### src/rtl/pc_sequencer_if.sv
// pc_sequencer_if: connection bundle between the fetch-stage next-PC
// controller and the rest of the core (PC register, hazard unit, decode,
// execute, interrupt source).
//
//   master : the sequencer side. It drives the PC load controls, the flush,
//            the interrupt acknowledge and the architectural flags.
//   slave  : the core side. It drives the current PC, the redirect requests,
//            the stall, the halt and the interrupt request.
//
// Signals:
//   Pc_cur     core -> seq  current PC register value
//   Pc_en      seq -> core  PC register load enable
//   Pc_next    seq -> core  PC register data input
//   Stall      core -> seq  hazard unit holds fetch
//   Br_taken   core -> seq  EX-stage branch resolved taken
//   Br_target  core -> seq  branch destination
//   Jmp        core -> seq  ID-stage unconditional jump
//   Jmp_target core -> seq  jump destination
//   Ret        core -> seq  return-from-interrupt decoded
//   Halt       core -> seq  HALT instruction decoded
//   Irq_req    core -> seq  level-sensitive interrupt request
//   Irq_ack    seq -> core  one-cycle interrupt acceptance pulse
//   Flush      seq -> core  squash IF/ID (and ID/EX) this cycle
//   Epc        seq -> core  saved return address
//   Ie         seq -> core  interrupt-enable flag
//   Halted     seq -> core  high while in HALT state
interface pc_sequencer_if #(
  parameter int unsigned PC_W = 8
);
  logic [PC_W-1:0] Pc_cur;
  logic            Pc_en;
  logic [PC_W-1:0] Pc_next;
  logic            Stall;
  logic            Br_taken;
  logic [PC_W-1:0] Br_target;
  logic            Jmp;
  logic [PC_W-1:0] Jmp_target;
  logic            Ret;
  logic            Halt;
  logic            Irq_req;
  logic            Irq_ack;
  logic            Flush;
  logic [PC_W-1:0] Epc;
  logic            Ie;
  logic            Halted;

  modport master (
    input  Pc_cur, Stall, Br_taken, Br_target, Jmp, Jmp_target,
           Ret, Halt, Irq_req,
    output Pc_en, Pc_next, Irq_ack, Flush, Epc, Ie, Halted
  );

  modport slave (
    output Pc_cur, Stall, Br_taken, Br_target, Jmp, Jmp_target,
           Ret, Halt, Irq_req,
    input  Pc_en, Pc_next, Irq_ack, Flush, Epc, Ie, Halted
  );
endinterface

### src/rtl/pc_sequencer.sv
// pc_sequencer: next-address controller for the fetch-stage program counter.
//
// Every cycle it picks one next-PC source (sequential, branch, jump,
// interrupt vector, return-from-interrupt) and drives the PC register's load
// enable and data input. It also owns the boot fetch, halt/wake, the
// interrupt-enable flag and the saved exception PC, and raises Flush on
// every redirect.
//
// Ports:
//   CLK    system clock, all state changes on its rising edge
//   RST_N  asynchronous active-low reset
//   bus    pc_sequencer_if.master (see pc_sequencer_if.sv for the signals)
//
// Pc_en, Pc_next, Flush and Irq_ack are combinational from the state and the
// inputs, so the PC register loads on the same edge that this block updates
// its own state.
module pc_sequencer #(
  parameter int unsigned     PC_W      = 8,
  parameter logic [PC_W-1:0] RESET_VEC = 'h00,
  parameter logic [PC_W-1:0] IRQ_VEC   = 'hF0
) (
  input logic             CLK,
  input logic             RST_N,
  pc_sequencer_if.master  bus
);

  localparam logic [1:0] ST_BOOT = 2'd0;
  localparam logic [1:0] ST_RUN  = 2'd1;
  localparam logic [1:0] ST_HALT = 2'd2;

  logic [1:0]      state_q;
  logic [1:0]      state_d;
  logic [PC_W-1:0] epc_q;
  logic [PC_W-1:0] epc_d;
  logic            ie_q;
  logic            ie_d;

  logic            pc_en_c;
  logic [PC_W-1:0] pc_next_c;
  logic            flush_c;
  logic            ack_c;

  // Sequential fetch address; wraps naturally at 2^PC_W.
  function automatic logic [PC_W-1:0] pc_inc(input logic [PC_W-1:0] pc);
    return pc + PC_W'(1);
  endfunction

  // In RUN a stalled cycle cannot take an interrupt because the PC it would
  // save is not stable; the request simply stays pending while held high.
  // In HALT nothing is in flight, so Stall does not matter.
  logic irq_ok_run;
  logic irq_ok_halt;

  assign irq_ok_run  = bus.Irq_req && ie_q && !bus.Stall;
  assign irq_ok_halt = bus.Irq_req && ie_q;

  always_comb begin
    pc_en_c   = 1'b0;
    pc_next_c = bus.Pc_cur;
    flush_c   = 1'b0;
    ack_c     = 1'b0;
    state_d   = state_q;
    epc_d     = epc_q;
    ie_d      = ie_q;

    case (state_q)
      ST_BOOT: begin
        // Requests are ignored on the boot fetch.
        pc_en_c   = 1'b1;
        pc_next_c = RESET_VEC;
        flush_c   = 1'b1;
        state_d   = ST_RUN;
      end

      ST_RUN: begin
        // Fixed priority. A redirect outranks Halt because the halting
        // instruction is then on the wrong path and must be discarded.
        if (bus.Br_taken) begin
          pc_en_c   = 1'b1;
          pc_next_c = bus.Br_target;
          flush_c   = 1'b1;
        end else if (bus.Jmp) begin
          pc_en_c   = 1'b1;
          pc_next_c = bus.Jmp_target;
          flush_c   = 1'b1;
        end else if (bus.Ret) begin
          pc_en_c   = 1'b1;
          pc_next_c = epc_q;
          flush_c   = 1'b1;
          ie_d      = 1'b1;
        end else if (irq_ok_run) begin
          pc_en_c   = 1'b1;
          pc_next_c = IRQ_VEC;
          flush_c   = 1'b1;
          ack_c     = 1'b1;
          epc_d     = bus.Pc_cur;
          ie_d      = 1'b0;
        end else if (bus.Stall) begin
          pc_en_c   = 1'b0;
        end else if (bus.Halt) begin
          pc_en_c   = 1'b0;
          state_d   = ST_HALT;
        end else begin
          pc_en_c   = 1'b1;
          pc_next_c = pc_inc(bus.Pc_cur);
        end
      end

      ST_HALT: begin
        // Only an enabled interrupt wakes the core; with Ie clear the
        // only way out is reset.
        if (irq_ok_halt) begin
          pc_en_c   = 1'b1;
          pc_next_c = IRQ_VEC;
          flush_c   = 1'b1;
          ack_c     = 1'b1;
          epc_d     = bus.Pc_cur;
          ie_d      = 1'b0;
          state_d   = ST_RUN;
        end
      end

      default: begin
        state_d = ST_BOOT;
      end
    endcase
  end

  always_ff @(posedge CLK or negedge RST_N) begin
    if (!RST_N) begin
      state_q <= ST_BOOT;
      epc_q   <= '0;
      ie_q    <= 1'b1;
    end else begin
      state_q <= state_d;
      epc_q   <= epc_d;
      ie_q    <= ie_d;
    end
  end

  // The combinational outputs are forced to their idle values while reset is
  // held, so a reset in the middle of a cycle takes effect immediately rather
  // than waiting for the state register to be observed.
  assign bus.Pc_en   = RST_N && pc_en_c;
  assign bus.Pc_next = RST_N ? pc_next_c : RESET_VEC;
  assign bus.Flush   = RST_N && flush_c;
  assign bus.Irq_ack = RST_N && ack_c;
  assign bus.Halted  = RST_N && (state_q == ST_HALT);
  assign bus.Epc     = epc_q;
  assign bus.Ie      = ie_q;

endmodule

### src/flat_wrapper.sv
// flat-port wrapper written by rule: the top's interface ports become plain ports
module pc_sequencer_flat 
#(
  parameter int unsigned     PC_W      = 8,
  parameter logic [PC_W-1:0] RESET_VEC = 'h00,
  parameter logic [PC_W-1:0] IRQ_VEC   = 'hF0
)
  (CLK, RST_N, bus_Pc_cur, bus_Stall, bus_Br_taken, bus_Br_target, bus_Jmp, bus_Jmp_target, bus_Ret, bus_Halt, bus_Irq_req, bus_Pc_en, bus_Pc_next, bus_Irq_ack, bus_Flush, bus_Epc, bus_Ie, bus_Halted);
  pc_sequencer_if #(.PC_W(PC_W)) bus_i ();
  input logic CLK;
  input logic RST_N;
  input wire logic [$bits(bus_i.Pc_cur)-1:0] bus_Pc_cur;
  input wire logic [$bits(bus_i.Stall)-1:0] bus_Stall;
  input wire logic [$bits(bus_i.Br_taken)-1:0] bus_Br_taken;
  input wire logic [$bits(bus_i.Br_target)-1:0] bus_Br_target;
  input wire logic [$bits(bus_i.Jmp)-1:0] bus_Jmp;
  input wire logic [$bits(bus_i.Jmp_target)-1:0] bus_Jmp_target;
  input wire logic [$bits(bus_i.Ret)-1:0] bus_Ret;
  input wire logic [$bits(bus_i.Halt)-1:0] bus_Halt;
  input wire logic [$bits(bus_i.Irq_req)-1:0] bus_Irq_req;
  output wire logic [$bits(bus_i.Pc_en)-1:0] bus_Pc_en;
  output wire logic [$bits(bus_i.Pc_next)-1:0] bus_Pc_next;
  output wire logic [$bits(bus_i.Irq_ack)-1:0] bus_Irq_ack;
  output wire logic [$bits(bus_i.Flush)-1:0] bus_Flush;
  output wire logic [$bits(bus_i.Epc)-1:0] bus_Epc;
  output wire logic [$bits(bus_i.Ie)-1:0] bus_Ie;
  output wire logic [$bits(bus_i.Halted)-1:0] bus_Halted;
  assign bus_i.Pc_cur = bus_Pc_cur;
  assign bus_i.Stall = bus_Stall;
  assign bus_i.Br_taken = bus_Br_taken;
  assign bus_i.Br_target = bus_Br_target;
  assign bus_i.Jmp = bus_Jmp;
  assign bus_i.Jmp_target = bus_Jmp_target;
  assign bus_i.Ret = bus_Ret;
  assign bus_i.Halt = bus_Halt;
  assign bus_i.Irq_req = bus_Irq_req;
  assign bus_Pc_en = bus_i.Pc_en;
  assign bus_Pc_next = bus_i.Pc_next;
  assign bus_Irq_ack = bus_i.Irq_ack;
  assign bus_Flush = bus_i.Flush;
  assign bus_Epc = bus_i.Epc;
  assign bus_Ie = bus_i.Ie;
  assign bus_Halted = bus_i.Halted;
  pc_sequencer #(.PC_W(PC_W), .RESET_VEC(RESET_VEC), .IRQ_VEC(IRQ_VEC)) u_core (.CLK(CLK), .RST_N(RST_N), .bus(bus_i));
endmodule
### config.mk
export PLATFORM = sky130hd
export DESIGN_NAME = pc_sequencer_flat
export DESIGN_NICKNAME = d
export VERILOG_FILES = /design/src/rtl/pc_sequencer_if.sv /design/src/rtl/pc_sequencer.sv /design/src/flat_wrapper.sv
export SDC_FILE = /design/constraint.sdc
export NUM_CORES = 1
export LEC_CHECK = 0
export CORE_MARGIN = 1.5
export CORE_UTILIZATION = 43
export CTS_CLUSTER_DIAMETER = 120
export CTS_CLUSTER_SIZE = 8
export DETAILED_ROUTE_END_ITERATION = 8
export PLACE_DENSITY = 0.8
export SYNTH_ARGS = -nofsm -noshare
export SYNTH_HDL_FRONTEND = slang
export SYNTH_SLANG_ARGS = --single-unit
### constraint.sdc
create_clock -name CLK -period 2.4 [get_ports CLK]
set_input_delay 0.48 -clock CLK [delete_from_list [all_inputs] [get_ports CLK]]
set_output_delay 0.48 -clock CLK [all_outputs]
set_load 0.01 [all_outputs]
Word-level counts from Yosys, hierarchy flattened
Cells that the tools add are included.
{"block": "op_classes", "reduce_logical": 12, "mux": 46, "addsub": 1, "eq_ne": 11}
{"cell": "$mux W8", "count": 13}
{"cell": "$pmux W8 S3", "count": 1}
{"cell": "$mux W1", "count": 19}
{"cell": "$pmux W8 S2", "count": 1}
{"cell": "$mux W2", "count": 7}
{"cell": "$ne A2 B2 Y1 const B", "count": 6}
{"cell": "$add A8 B1 Y8 const B", "count": 1}
{"cell": "$reduce_and A7 Y1", "count": 1}
{"cell": "$logic_and A1 B1 Y1", "count": 6}
{"cell": "$pmux W1 S3", "count": 2}
{"cell": "$pmux W2 S3", "count": 1}
{"cell": "$reduce_and A6 Y1", "count": 1}
{"cell": "$reduce_and A5 Y1", "count": 1}
{"cell": "$ne A2 B1 Y1 const B", "count": 2}
{"cell": "$pmux W1 S2", "count": 2}
{"cell": "$ne A3 B2 Y1 const B", "count": 1}
{"cell": "$eq A2 B1 Y1 const B", "count": 1}
{"cell": "$eq A2 B2 Y1 const B", "count": 1}
{"cell": "$logic_not A2 Y1", "count": 1}
{"cell": "$reduce_bool A2 Y1", "count": 1}
{"cell": "$logic_not A1 Y1", "count": 1}
{"block": "word_totals", "in_bits": 32, "elab_cells": 73, "output_inout_bits": 21, "reg_bits": 11}

Logic depth before layout (Yosys ltp)
{"block": "logic_depth", "word_depth": 9, "ltp_mapped": 7, "ltp_nobuf": 6}

Least setup slack after synthesis
OpenSTA, ideal clock, no wires.
{"block": "synth_timing", "path_type": "in2out", "start": "input bus_Pc_cur[0]", "end": "output bus_Pc_next[1]", "required_ps": 1920, "path_slack_ps": 84, "stages": 5, "path_buffers": 0, "arrival_ps": 1836, "cell_sequence": "ha_1 or3b_2 a211o_1 a31o_2 a21oi_1"}
{"block": "synth_via", "elab_chain_len": 9}
{"element": "start, declared", "line_no": "flat_wrapper.sv:12", "text": "input wire logic [$bits(bus_i.Pc_cur)-1:0] bus_Pc_cur;"}
{"element": "$add A8 B1 Y8", "line_no": "pc_sequencer.sv:45", "text": "return pc + PC_W'(1);"}
{"element": "$mux W8", "line_no": "pc_sequencer.sv:100", "text": "end else if (bus.Halt) begin"}
{"element": "$mux W8", "line_no": "pc_sequencer.sv:98", "text": "end else if (bus.Stall) begin"}
{"element": "$mux W8", "line_no": "pc_sequencer.sv:91", "text": "end else if (irq_ok_run) begin"}
{"element": "$mux W8", "line_no": "pc_sequencer.sv:86", "text": "end else if (bus.Ret) begin"}
{"element": "$mux W8", "line_no": "pc_sequencer.sv:82", "text": "end else if (bus.Jmp) begin"}
{"element": "$mux W8", "line_no": "pc_sequencer.sv:78", "text": "if (bus.Br_taken) begin"}
{"element": "$pmux W8 S3", "line_no": "pc_sequencer.sv:66", "text": "case (state_q)"}
{"element": "$mux W8", "line_no": "pc_sequencer.sv:145", "text": "assign bus.Pc_next = RST_N ? pc_next_c : RESET_VEC;"}
{"element": "end, declared", "line_no": "flat_wrapper.sv:22", "text": "output wire logic [$bits(bus_i.Pc_next)-1:0] bus_Pc_next;"}
No other way between the ends.

Worst setup path after layout
{"block": "layout_timing", "start": "register u_core.state_q[1]", "end": "output bus_Pc_next[3]"}
{"block": "layout_via", "elab_chain_len": 3, "word_cells_on_any_way": 5, "classes_between": "eq/ne (2); mux (2); reduce/logical (1)"}
{"element": "start, declared", "line_no": "pc_sequencer.sv:31", "text": "logic [1:0] state_q;"}
{"element": "start signal, assigned", "line_no": "pc_sequencer.sv:135", "text": "state_q <= state_d;"}
{"element": "$eq A2 B2 Y1, or another cell as far along", "line_no": "pc_sequencer.sv:66"}
{"element": "$pmux W8 S3 *", "line_no": "pc_sequencer.sv:66"}
{"element": "$mux W8 *", "line_no": "pc_sequencer.sv:145"}
Every way passes the cells marked *; elsewhere a longest branch is shown, timed or not.

==> results.md <==
- Initial antenna violation count: 0
- Final hold violations: 0
- Commonest non-fill, non-tap cell in the layout: buf_4
- Chip Height: 58.1 um
- GRT Util Overall: 0.324
- Avg Inst Size Synth: approximately 7.6 um2
- CP Launch Type: flop
- Num rows: 19
- Layout Nets: approximately 320
- 1st-iter DRT viols: about 220
- HPWL Detailed: 3980 um
- Cts hold-fix bufs: 0
- Synth area leaders: dfrtp_1 (19%), a21oi_1 (5.7%), nand2_1 (5.5%)
- Cell area power density: between 900 and 1000 nW/um2
- #FFs+latches synth: 11
- Critical Path Max Stage Delay: between 0.4 and 0.5 ns
- Dominant synthesized flop cell: dfrtp_1
- Setup violators final: 7
- Largest net degree at the start of global routing: 15
- Vias in the first global route: 1831
- DR DRC count: 4
- Dpl cell area: approximately 2200 um2
- Routability cong.: between 0.9 and 1
- First-pass GRT wire length: 8400 um
- Vias per cell: between 6 and 7
- Global route overflow: 0
- Worst-Skew Late Latency: roughly 0.29 ns
- Num CTS Buffers: 3
- Slew @ Worst Pin: ~0.41 ns
- WP data required: 1.92 ns
- CTS tree: done
- Detailed-route via count: 1964
- Final min period: between 2 and 3 ns
- Reg2reg path depth: 8
- Wire length per cell: a little under 20 um
- Slew margin rel.: 0.723
- Commonest non-fill, non-tap cells in the layout: buf_4 (55), clkdlybuf4s50_1 (30), nand2_1 (19), inv_1 (12), a21oi_1 (11)
- Ant. Diodes: 0
- Syn Nets: 210
- Share of layout cells above drive strength 1: 0.458
- Total wire length: 6060 um
- R2R setup slack: ~0.54 ns
- Port Buffer Count: between 50 and 60
- Post-synth EDFFs: 0
- Critical path class: flop to primary output
- Clock-pin slew on the worst setup and hold paths: 0.10 ns
- Slowest CP cell: dfrtp_2
- Setup TNS: -0.524 ns
- Gate Count Post-Synth: ~170
- Clock Tree Buf Depth: 2
- F_max: between 0.3 and 0.4 GHz
- RSZ-0062 raised after global routing: true
- Multi-input logic area: around 1100 um2
- Fillers: 130
- Initial Utilization: 0.462
- HP Class: input pin to async pin
- Design Area, Final: approximately 2500 um2
- Pre-Repair DR Iteration Count: 9
- CORE AREA: around 2800 um2
- Failing checks: design-rule violations, negative setup slack
- Synth Warn #: 0
- Die footprint: ~3400 um2
- Mapped cell area: 1310 um2
- Worst setup EP type: primary output
- Crit path max fanout: 3
- Seq/Total Area, Yosys: 0.211
- Synth area leader: dfrtp_1
- Crit path arrival time: around 2.1 ns
- MaxCap Viol Count: 0
- Leak: roughly 0.0012 uW
- Maximum vdd drop: 635 uV
- Worst clock skew: 0.0111 ns
- Area growth, synth to finish: 93.2%
- Die extent in x: approximately 58 um
- CP cell instances: ha_4, and2b_2, o221a_4, or4b_4, a31oi_1, buf_2
- IO Pins: 53
- Yosys cell types: 56
- CTS Sinks: 11
- Worst setup margin: -0.183 ns
- Root Driver: clkbuf_4
- Core Util, Final: 0.893
- Status: finished, violations left
- FF/Latch Area: around 280 um2
- H-tree Lvls: 1
- Period utilisation layout: 1.08
- Worst Hold Slack: 0.446 ns
- Antenna-violating nets left: 0
- Top-area cell type share of the netlist area: 0.191
- Slew Limit Fails: 0
- Fraction of registers with async set/reset: 1.00
[report_power, final]
group	internal, uW	switching (uW)
clock	64.6	82.8
sequential	295	104
combinational	997	841
total	1360	1030
[sequential cells by signal, summed over array words and instances, names as in the netlist]
| register | count |
|---|---|
| u_core.bus.Epc | 8 |
| u_core.state_q | 2 |
| u_core.bus.Ie | 1 |
[logic make-up (layout without fill, tap and decap cells)]
logic type / Yosys count / in the layout / synth area share
AO/OA/AOI/OAI: 62 / 62 / 0.328
multiplexers: 8 / 8 / 0.0670
adder cells (fa/ha/maj): 5 / 5 / 0.0478
AND/OR/NAND/NOR: 64 / 64 / 0.278
buffers and inverters: 23 / 134 / 0.0679
flip-flops: 11 / 11 / 0.211
[per-layer routing]
layer	vias up	part of all wire	global-route usage	wire length (um)
li1	880	-	-	-
met1	948	0.39	0.408	2390
met2	122	0.50	0.576	3020
met3	14	0.085	0.0424	516
met4	0	0.023	0.0930	137
met5	-	0	0	0
[stage by stage]
step	std cells	setup WS, ns	total power [uW]
2_1_floorplan	173	0.0840	1130
3_3_place_gp	302	-0.838	1890
3_5_place_dp	302	-0.867	1920
4_1_cts	310	-0.193	2140
5_1_grt	315	-0.242	2510
6_report	315	-0.183	2380
[Yosys cell counts, types with 3 or more instances]
cell	count
a21o_1	3
a21oi_1	15
a221oi_1	3
a31o_2	3
a31oi_1	5
clkbuf_1	7
dfrtp_1	10
ha_1	5
inv_1	14
mux2_2	6
nand2_1	19
nand2b_1	3
nand3b_1	4
nand4_1	5
nor2_1	9
nor3_1	4
o21ai_0	10
[worst max-delay path: cells and delay by family, from the launching register on]
family	cells	cell delay [ns]
compound gates	2	0.31
simple gates	2	0.70
buf+inv	1	0.15
fa+ha+maj	1	0.18
flops	1	0.47
[worst paths after layout]
| kind | startpoint | to |
|---|---|---|
| min in group CLK | bus_Pc_cur[0] | u_core.bus.Epc[0] |
| min reg2reg | u_core.bus.Epc[2] | u_core.bus.Epc[2] |
| min | RST_N | u_core.state_q[0] |
| max reg2reg | u_core.state_q[0] | u_core.bus.Epc[6] |
| max | u_core.state_q[1] | bus_Pc_next[3] |
| max in group asynchronous | RST_N | u_core.bus.Ie |
[repair_timing]
action,4_1_cts,5_1_grt
endpoints found under the setup margin,12,11
buffers inserted,4,4
pin swaps,14,13
gates resized for setup,85,40
cloned,0,1
[cell type report]
type,count,area share
multi-input cells,139,0.448
repair buffers,116,0.395
flip-flops and latches,11,0.110
inverters,14,0.0208
well taps,31,0.0154
clock buffers,4,0.0104
No activity file was read; power rests on OpenSTA's default activity.
